File: config.mk
export PLATFORM = sky130hd
export DESIGN_NAME = edge_count_capture_flat
export DESIGN_NICKNAME = d
export VERILOG_FILES = /design/src/rtl/edge_count_capture_if.sv /design/src/rtl/edge_count_capture.sv /design/src/flat_wrapper.sv
export SDC_FILE = /design/constraint.sdc
export NUM_CORES = 1
export LEC_CHECK = 0
export ABC_AREA = 1
export CAP_MARGIN = 40
export CORE_MARGIN = 2
export CORE_UTILIZATION = 30
export DETAILED_ROUTE_END_ITERATION = 10
export HOLD_SLACK_MARGIN = 0.12
export PLACE_DENSITY_LB_ADDON = 0.12
export SYNTH_ARGS = -nofsm -noshare
export SYNTH_HDL_FRONTEND = slang
export SYNTH_SLANG_ARGS = --single-unit
export TNS_END_PERCENT = 1
File: constraint.sdc
create_clock -name i_clk -period 2.2 [get_ports i_clk]
set_input_delay 0.44 -clock i_clk [delete_from_list [all_inputs] [get_ports i_clk]]
set_output_delay 0.44 -clock i_clk [all_outputs]
set_load 0.01 [all_outputs]
File: src/rtl/edge_count_capture_if.sv
// Result channel from edge_count_capture toward the readout logic.
// The master drives the result fields and valid; the slave returns ready.
interface edge_count_capture_if #(
   parameter int CNT_W = 16,
   parameter int ID_W  = 8
) ();
   logic             result_valid;
   logic             result_ready;
   logic [CNT_W-1:0] result_count;
   logic             result_sat;
   logic [ID_W-1:0]  result_id;

   modport master (
      output result_valid, result_count, result_sat, result_id,
      input  result_ready
   );

   modport slave (
      input  result_valid, result_count, result_sat, result_id,
      output result_ready
   );
endinterface

File: src/rtl/edge_count_capture.sv
// Counts synchronized rising edges of i_sig_in inside a sequencer-defined
// window and publishes one saturating count per run over a valid/ready channel.
module edge_count_capture #(
   parameter int CNT_W       = 16,
   parameter int SYNC_STAGES = 2,
   parameter int ID_W        = 8
) (
   input  logic                 i_clk,
   input  logic                 i_rst,
   input  logic                 i_meas_reset,
   input  logic                 i_meas_start,
   input  logic                 i_sig_in,
   edge_count_capture_if.master res_if,
   output logic                 o_run_dropped,
   output logic                 o_busy
);
   typedef enum logic [1:0] {
      IDLE  = 2'd0,
      CLEAR = 2'd1,
      COUNT = 2'd2,
      PUB   = 2'd3
   } state_t;

   state_t                 r_state;
   state_t                 w_state_nxt;
   logic [SYNC_STAGES-1:0] r_sync;
   logic                   r_dly;
   logic                   r_mr_d;
   logic                   r_ignore;
   logic [CNT_W-1:0]       r_cnt;
   logic                   r_sat;
   logic [CNT_W-1:0]       r_res_count;
   logic                   r_res_sat;
   logic [ID_W-1:0]        r_res_id;
   logic [ID_W-1:0]        r_id;
   logic                   r_valid;
   logic                   r_busy;
   logic                   r_dropped;

   logic                   w_edge;
   logic                   w_mr_rise;
   logic                   w_hs;
   logic                   w_cnt_en;
   logic                   w_publish;
   logic                   w_drop;

   assign w_edge    = r_sync[SYNC_STAGES-1] & ~r_dly;
   assign w_mr_rise = i_meas_reset & ~r_mr_d;
   assign w_hs      = r_valid & res_if.result_ready;

   // State register
   always_ff @(posedge i_clk or posedge i_rst) begin
      if (i_rst) begin
         r_state <= IDLE;
      end else begin
         r_state <= w_state_nxt;
      end
   end

   // Next-state decode; an abort in COUNT takes priority over closing the window
   always_comb begin
      w_state_nxt = r_state;
      case (r_state)
         IDLE: begin
            if (i_meas_reset && !r_ignore) w_state_nxt = CLEAR;
            else                           w_state_nxt = IDLE;
         end
         CLEAR: begin
            if (i_meas_start && !i_meas_reset) w_state_nxt = COUNT;
            else                               w_state_nxt = CLEAR;
         end
         COUNT: begin
            if (i_meas_reset)       w_state_nxt = CLEAR;
            else if (!i_meas_start) w_state_nxt = PUB;
            else                    w_state_nxt = COUNT;
         end
         PUB: begin
            if (w_hs) w_state_nxt = IDLE;
            else      w_state_nxt = PUB;
         end
         default: w_state_nxt = IDLE;
      endcase
   end

   // Per-state control strobes for the datapath
   always_comb begin
      w_cnt_en  = 1'b0;
      w_publish = 1'b0;
      w_drop    = 1'b0;
      case (r_state)
         COUNT: begin
            w_cnt_en  = i_meas_start & ~i_meas_reset & w_edge;
            w_publish = ~i_meas_start & ~i_meas_reset;
         end
         PUB: begin
            w_drop = w_mr_rise & ~w_hs;
         end
         default: begin
            w_cnt_en = 1'b0;
         end
      endcase
   end

   // Synchronizer, counter, result capture and registered outputs
   always_ff @(posedge i_clk or posedge i_rst) begin
      if (i_rst) begin
         r_sync      <= '0;
         r_dly       <= 1'b0;
         r_mr_d      <= 1'b0;
         r_ignore    <= 1'b0;
         r_cnt       <= '0;
         r_sat       <= 1'b0;
         r_res_count <= '0;
         r_res_sat   <= 1'b0;
         r_res_id    <= '0;
         r_id        <= '0;
         r_valid     <= 1'b0;
         r_busy      <= 1'b0;
         r_dropped   <= 1'b0;
      end else begin
         r_sync    <= {r_sync[SYNC_STAGES-2:0], i_sig_in};
         r_dly     <= r_sync[SYNC_STAGES-1];
         r_mr_d    <= i_meas_reset;
         r_valid   <= (w_state_nxt == PUB);
         r_busy    <= (w_state_nxt != IDLE);
         r_dropped <= w_drop;
         // A dropped run's meas_reset must fall before IDLE accepts a new one
         if (w_drop) begin
            r_ignore <= 1'b1;
         end else if (!i_meas_reset) begin
            r_ignore <= 1'b0;
         end
         if (w_state_nxt != COUNT) begin
            r_cnt <= '0;
            r_sat <= 1'b0;
         end else if (w_cnt_en) begin
            if (r_cnt == {CNT_W{1'b1}}) begin
               r_sat <= 1'b1;
            end else begin
               r_cnt <= r_cnt + CNT_W'(1);
            end
         end
         if (w_publish) begin
            r_res_count <= r_cnt;
            r_res_sat   <= r_sat;
            r_res_id    <= r_id;
            r_id        <= r_id + ID_W'(1);
         end
      end
   end

   assign res_if.result_valid = r_valid;
   assign res_if.result_count = r_res_count;
   assign res_if.result_sat   = r_res_sat;
   assign res_if.result_id    = r_res_id;
   assign o_run_dropped       = r_dropped;
   assign o_busy              = r_busy;
endmodule

File: src/flat_wrapper.sv
// flat-port wrapper written by rule: the top's interface ports become plain ports
module edge_count_capture_flat 
#(
   parameter int CNT_W       = 16,
   parameter int SYNC_STAGES = 2,
   parameter int ID_W        = 8
)
  (i_clk, i_rst, i_meas_reset, i_meas_start, i_sig_in, o_run_dropped, o_busy, res_if_result_valid, res_if_result_count, res_if_result_sat, res_if_result_id, res_if_result_ready);
  edge_count_capture_if #(.CNT_W(CNT_W), .ID_W(ID_W)) res_if_i ();
  input  logic i_clk;
  input  logic i_rst;
  input  logic i_meas_reset;
  input  logic i_meas_start;
  input  logic i_sig_in;
  output logic o_run_dropped;
  output logic o_busy;
  output wire logic [$bits(res_if_i.result_valid)-1:0] res_if_result_valid;
  output wire logic [$bits(res_if_i.result_count)-1:0] res_if_result_count;
  output wire logic [$bits(res_if_i.result_sat)-1:0] res_if_result_sat;
  output wire logic [$bits(res_if_i.result_id)-1:0] res_if_result_id;
  input wire logic [$bits(res_if_i.result_ready)-1:0] res_if_result_ready;
  assign res_if_result_valid = res_if_i.result_valid;
  assign res_if_result_count = res_if_i.result_count;
  assign res_if_result_sat = res_if_i.result_sat;
  assign res_if_result_id = res_if_i.result_id;
  assign res_if_i.result_ready = res_if_result_ready;
  edge_count_capture #(.CNT_W(CNT_W), .SYNC_STAGES(SYNC_STAGES), .ID_W(ID_W)) u_core (.i_clk(i_clk), .i_rst(i_rst), .i_meas_reset(i_meas_reset), .i_meas_start(i_meas_start), .i_sig_in(i_sig_in), .res_if(res_if_i), .o_run_dropped(o_run_dropped), .o_busy(o_busy));
endmodule
# ---- Word-level counts from Yosys, hierarchy flattened
# Cells that the tools add are included.
dict set report op_classes {
  n_reduce_logical 10
  n_addsub 2
  bitwise_logic 12
  n_eq_ne 8
  muxes 17
}
# op count
set op_table {}
lappend op_table {{$mux 16} 3}
lappend op_table {{$add 16x1->16 const B} 1}
lappend op_table {{$eq 16x16->1 const B} 1}
lappend op_table {{$mux 1} 10}
lappend op_table {{$add 8x1->8 const B} 1}
lappend op_table {{$pmux 2 s4} 1}
lappend op_table {{$and 1x1->1} 7}
lappend op_table {{$eq 2x2->1 const B} 3}
lappend op_table {{$mux 2} 3}
lappend op_table {{$reduce_bool 2->1} 3}
lappend op_table {{$not 1->1} 5}
lappend op_table {{$ne 2x1->1 const B} 2}
lappend op_table {{$reduce_and 2->1} 2}
lappend op_table {{$eq 2x1->1 const B} 1}
lappend op_table {{$logic_and 1x1->1} 2}
lappend op_table {{$logic_not 1->1} 2}
lappend op_table {{$logic_not 2->1} 1}
lappend op_table {{$ne 2x2->1 const B} 1}
dict set report totals {
  out_inout_bits 28
  ff_bits 60
  wordCells 63
  in_bits 6
}

# ---- Depth between registers and ports, before layout
dict set report depth {
  ltp_word 7
  mapped_depth 10
  mapped_depth_nobuf 10
}

# ---- Least setup slack after synthesis
# OpenSTA, ideal clock, no wires.
dict set report synth_path {
  path_kind {reg-to-reg}
  startpoint {reg u_core.r_cnt[0]}
  endpoint {reg u_core.r_cnt[10]}
  path_stages_with_launch 9
  arrival_ps 1284
  path_slack_ps 799
  t_required_ps 2083
  setup_time_ps 117
  path_buffers 0
  cell_sequence {dfrtp_1 > ha_1 > nand2_2 > nor2_4 > nand4_2 > nand2_4 > nand2_2 > nand2_1 > nand2_1}
}
dict set report synth_between {
  elab_chain_cells 4
  elab_cells_between_ends 7
  cone_classes {add/sub (1); eq/ne (2); mux (3); reduce/logical (1)}
}
# item line_no
set synth_lines {}
lappend synth_lines {{start: declaration} edge_count_capture.sv:30} ;# logic [CNT_W-1:0] r_cnt;
lappend synth_lines {{start signal: assignment} edge_count_capture.sv:140} ;# r_cnt <= r_cnt + CNT_W'(1);
lappend synth_lines {{$add 16x1->16} edge_count_capture.sv:140}
lappend synth_lines {{$mux 16} edge_count_capture.sv:137} ;# if (r_cnt == {CNT_W{1'b1}}) begin
lappend synth_lines {{$mux 16} edge_count_capture.sv:136} ;# end else if (w_cnt_en) begin
lappend synth_lines {{$mux 16} edge_count_capture.sv:133} ;# if (w_state_nxt != COUNT) begin
# Several ways; a longest one is shown, not always the timed one. The select of a mux whose other input is x is not followed.
# A chain may end at the register's enable or synchronous reset.

# ---- Worst setup path in the final report
dict set report layout_path {
  startpoint {in i_meas_reset}
  endpoint {reg u_core.r_cnt[7]}
}
dict set report layout_between {
  elab_chain_cells 7
  elab_cells_between_ends 16
  cone_classes {eq/ne (2); mux (6); bitwise (3); reduce/logical (5)}
}
# item line_no
set layout_lines {}
lappend layout_lines {{start: declaration} flat_wrapper.sv:12} ;# input logic i_meas_reset;
lappend layout_lines {{$logic_not 1->1} edge_count_capture.sv:69} ;# if (i_meas_start && !i_meas_reset) w_state_nxt = COUNT;
lappend layout_lines {{$logic_and 1x1->1} edge_count_capture.sv:69}
lappend layout_lines {{$mux 2} edge_count_capture.sv:69}
lappend layout_lines {{$pmux 2 s4 *} edge_count_capture.sv:63} ;# case (r_state)
lappend layout_lines {{via u_core.w_state_nxt[1]} edge_count_capture.sv:25} ;# state_t w_state_nxt;
lappend layout_lines {{$ne 2x2->1 *} edge_count_capture.sv:133}
lappend layout_lines {{$ne 2x1->1 (no source line) or $reduce_bool 2->1 (tied branches)} -}
lappend layout_lines {{$reduce_and 2->1 (no source line)} -}
# The timed path passes the listed nets; every way through them passes the cells marked *.

==> metrics.txt <==
layout cells sized above 1=0.0923; fin crit share=0.822; met3 usage=0.0244; Clock Skew=between 0.01 and 0.015 ns; die area=roughly 10,000 um2; Slew HR=0.740; Final Wtd Congestion=around 0.85; most used cell along the critical path=nand2_1; Finished Core Util=0.381; Final Max Tran Viols=0; Detailed Place HPWL=between 4000 and 5000 um; Post-Layout Cell Count=490; Via Count=around 2,200; # DRC=0; CTS Buffer Depth=2; CTS tree=yes; GR peak layer=met2; count of TritonRoute iterations in the first routing pass=4; drt wl/cell=12.2 um; clock transition at the registers of the reported paths=~0.07 ns; setup TNS=0 ns; Port Buffer Count=33; Area Overhead vs Synth=25.4%; Yosys cell types=24; Synth Warn #=0; H-tree depth=3; final count of hold timing violations=0; internal power=2170 uW; Placeable Area=between 9000 and 10,000 um2; Flop pwr share=0.427; largest net degree at the start of global routing=61; initial drt markers=between 90 and 100; first-pass GRT wire length=around 10,000 um; CP Launch Type=input pin; die width=100 um; Peak VDD IR=approximately 260 uV; status=finished, final reports clean; Sw Ratio=0.284; dpl ws=0.0337 ns; WL final=5980 um; IO Count=34; filler instances=between 900 and 1,000; initial core utilization=0.304; post-CTS sizing=0; Critical Path RT=between 2 and 2.5 ns; antenna viol nets, final=0; Slew @ Worst Pin=just under 0.4 ns; ANT cells=0; FP Rows=35; vias in the first global route=about 2,300; leak pwr=between 0.0015 and 0.002 uW; CP Capture Type=flop; CP cell instances=clkdlybuf4s50_1, inv_2, nand2_1, nor2_1, nor2_2, inv_1, nand2_1, nor2_1, nand2_1, nand2_1; FF+latch count, synth=60; # placed instances=around 480; PD cells=just under 900 nW/um2; Worst Slack Setup Final=0.392 ns; CP max FO=10; GRT Residual Overflow=0; Worst Path Arrival=between 2 and 2.5 ns; critical path type=input pin to flop; Clock Power Share=0.382; max cap viols=0; Post-Syn Area=between 2000 and 3000 um2; GRT Overall Usage=0.132; Root Buffer=clkbuf_8; setup violators final=0; Global Route met2 Usage=0.210; number of vias per cell=roughly 4.5; Logic pwr share=0.191; cell at the slowest stage of the critical path=clkdlybuf4s50_1; sequential share of the synthesized area=0.542; count of hold buffers inserted by post-cts repair=0; Syn Area/Cell=around 8.3 um2; delay-heaviest family, CP=simple AND/OR/NAND/NOR gates; Final min period=1.81 ns; fmax=0.553 GHz; cts bufs inserted=9; setup bufs post-CTS=0; clk sinks=60; Worst Path Buf+Inv=3; GRT met1 Usage=0.174; worst skew pair latency=approximately 0.33 ns; P_sw=approximately 860 uW; fin nets=383; Mapped Cells=roughly 340; HP Class=flop to flop; Die Height=around 100 um; Post-Syn Nets=approximately 340; unrepaired setup endpoints after global routing=false; Crit path largest cell delay=0.53 ns; antenna violations before repair=0
-- registers in the layout, indices dropped and copies added, names as in the netlist, 2 cells and up --
| name | flops |
|---|---|
| u_core.r_cnt | 16 |
| u_core.r_id | 8 |
| u_core.r_state | 2 |
| u_core.r_sync | 2 |
| u_core.res_if.result_count | 16 |
| u_core.res_if.result_id | 8 |
-- worst register-to-register path: stages (launching register included) --
cell	delay [ns]
dfrtp_1	0.41
ha_1	0.22
nand2_2	0.09
nor2_4	0.20
nand4_2	0.17
nand2_4	0.23
nand2_2	0.18
nand2_1	0.12
nand2_1	0.05
-- power by group through the flow --
stage	Sequential, uW	Combinational [uW]	Clock [uW]
4_1_cts	1300	592	1180
3_5_place_dp	1320	589	0
3_3_place_gp	1320	581	0
5_1_grt	1310	654	1230
6_report	1290	578	1160
2_1_floorplan	1330	343	0
-- cell usage after synthesis, drive strengths merged --
library cell  instances  area (um2)
o21bai                1        7.51
dfrtp                60        1500
buf                   5        36.3
nor2                 43         186
a21oi                 1        5.00
clkbuf                4        15.0
o21ai                19        95.1
nand3                33         165
ha                    2        25.0
xnor2                 2        17.5
nor3                  2        10.0
nand2               118         458
xor2                 11        96.3
nand4                 6        43.8
inv                  28         105
-- path summary, 6_finish.rpt --
check	start	end	slack, ns	cells after the start
min	u_core.r_sync[0]	u_core.r_sync[1]	0.35	0
max	i_meas_reset	u_core.r_cnt[7]	0.39	10
min reg2reg	u_core.r_sync[0]	u_core.r_sync[1]	0.35	0
min in group asynchronous	i_rst	u_core.res_if.result_id[3]	0.48	3
max reg2reg	u_core.r_cnt[1]	u_core.r_cnt[9]	0.43	8
max in group asynchronous	i_rst	u_core.r_cnt[4]	1.45	3
-- layout make-up --
cell class                 instances  area [um2]  area share
clock buffer                      12         165      0.0476
clock inverter                     3        68.8      0.0198
inverter                          28         105      0.0303
multi-input combinational        238        1110       0.320
sequential                        60        1500       0.433
tap                              111         139      0.0400
timing repair buffer              38         380       0.110
-- per-stage QoR --
step / cell area (um2) / total power, uW / hold WS [ns]
2_1_floorplan: 2770 / 1670 / 0.331
3_3_place_gp: 3240 / 1900 / 0.331
3_5_place_dp: 3240 / 1910 / 0.338
4_1_cts: 3470 / 3070 / 0.354
5_1_grt: 3470 / 3200 / 0.368
6_report: 3470 / 3030 / 0.352
-- layer usage --
layer	vias up	wire length (um)	part of all wire
li1	1132	-	-
met1	1047	2980	0.50
met2	36	2680	0.45
met3	8	202	0.034
met4	0	120	0.020
met5	-	0	0
-- cell families (layout without fill, tap and decap cells) --
group	count (synthesis)	in the layout	share of synthesized area
compound gates	21	21	0.0389
buf+inv	37	81	0.0565
flops	60	60	0.542
fa+ha+maj	2	2	0.00904
xor+xnor	13	13	0.0411
simple gates	202	202	0.312
-- cells in the final DEF (no fill, tap or decap), drive strengths merged, types with 2 or more instances in the layout --
master / n
dfrtp: 60
nor2: 43
xor2: 11
nand3: 33
o21ai: 19
bufinv: 2
inv: 28
nand4: 6
ha: 2
nor3: 2
xnor2: 2
nand2: 118
buf: 5
clkbuf: 12
clkdlybuf4s50: 33
No activity file was read; power rests on OpenSTA's default activity.
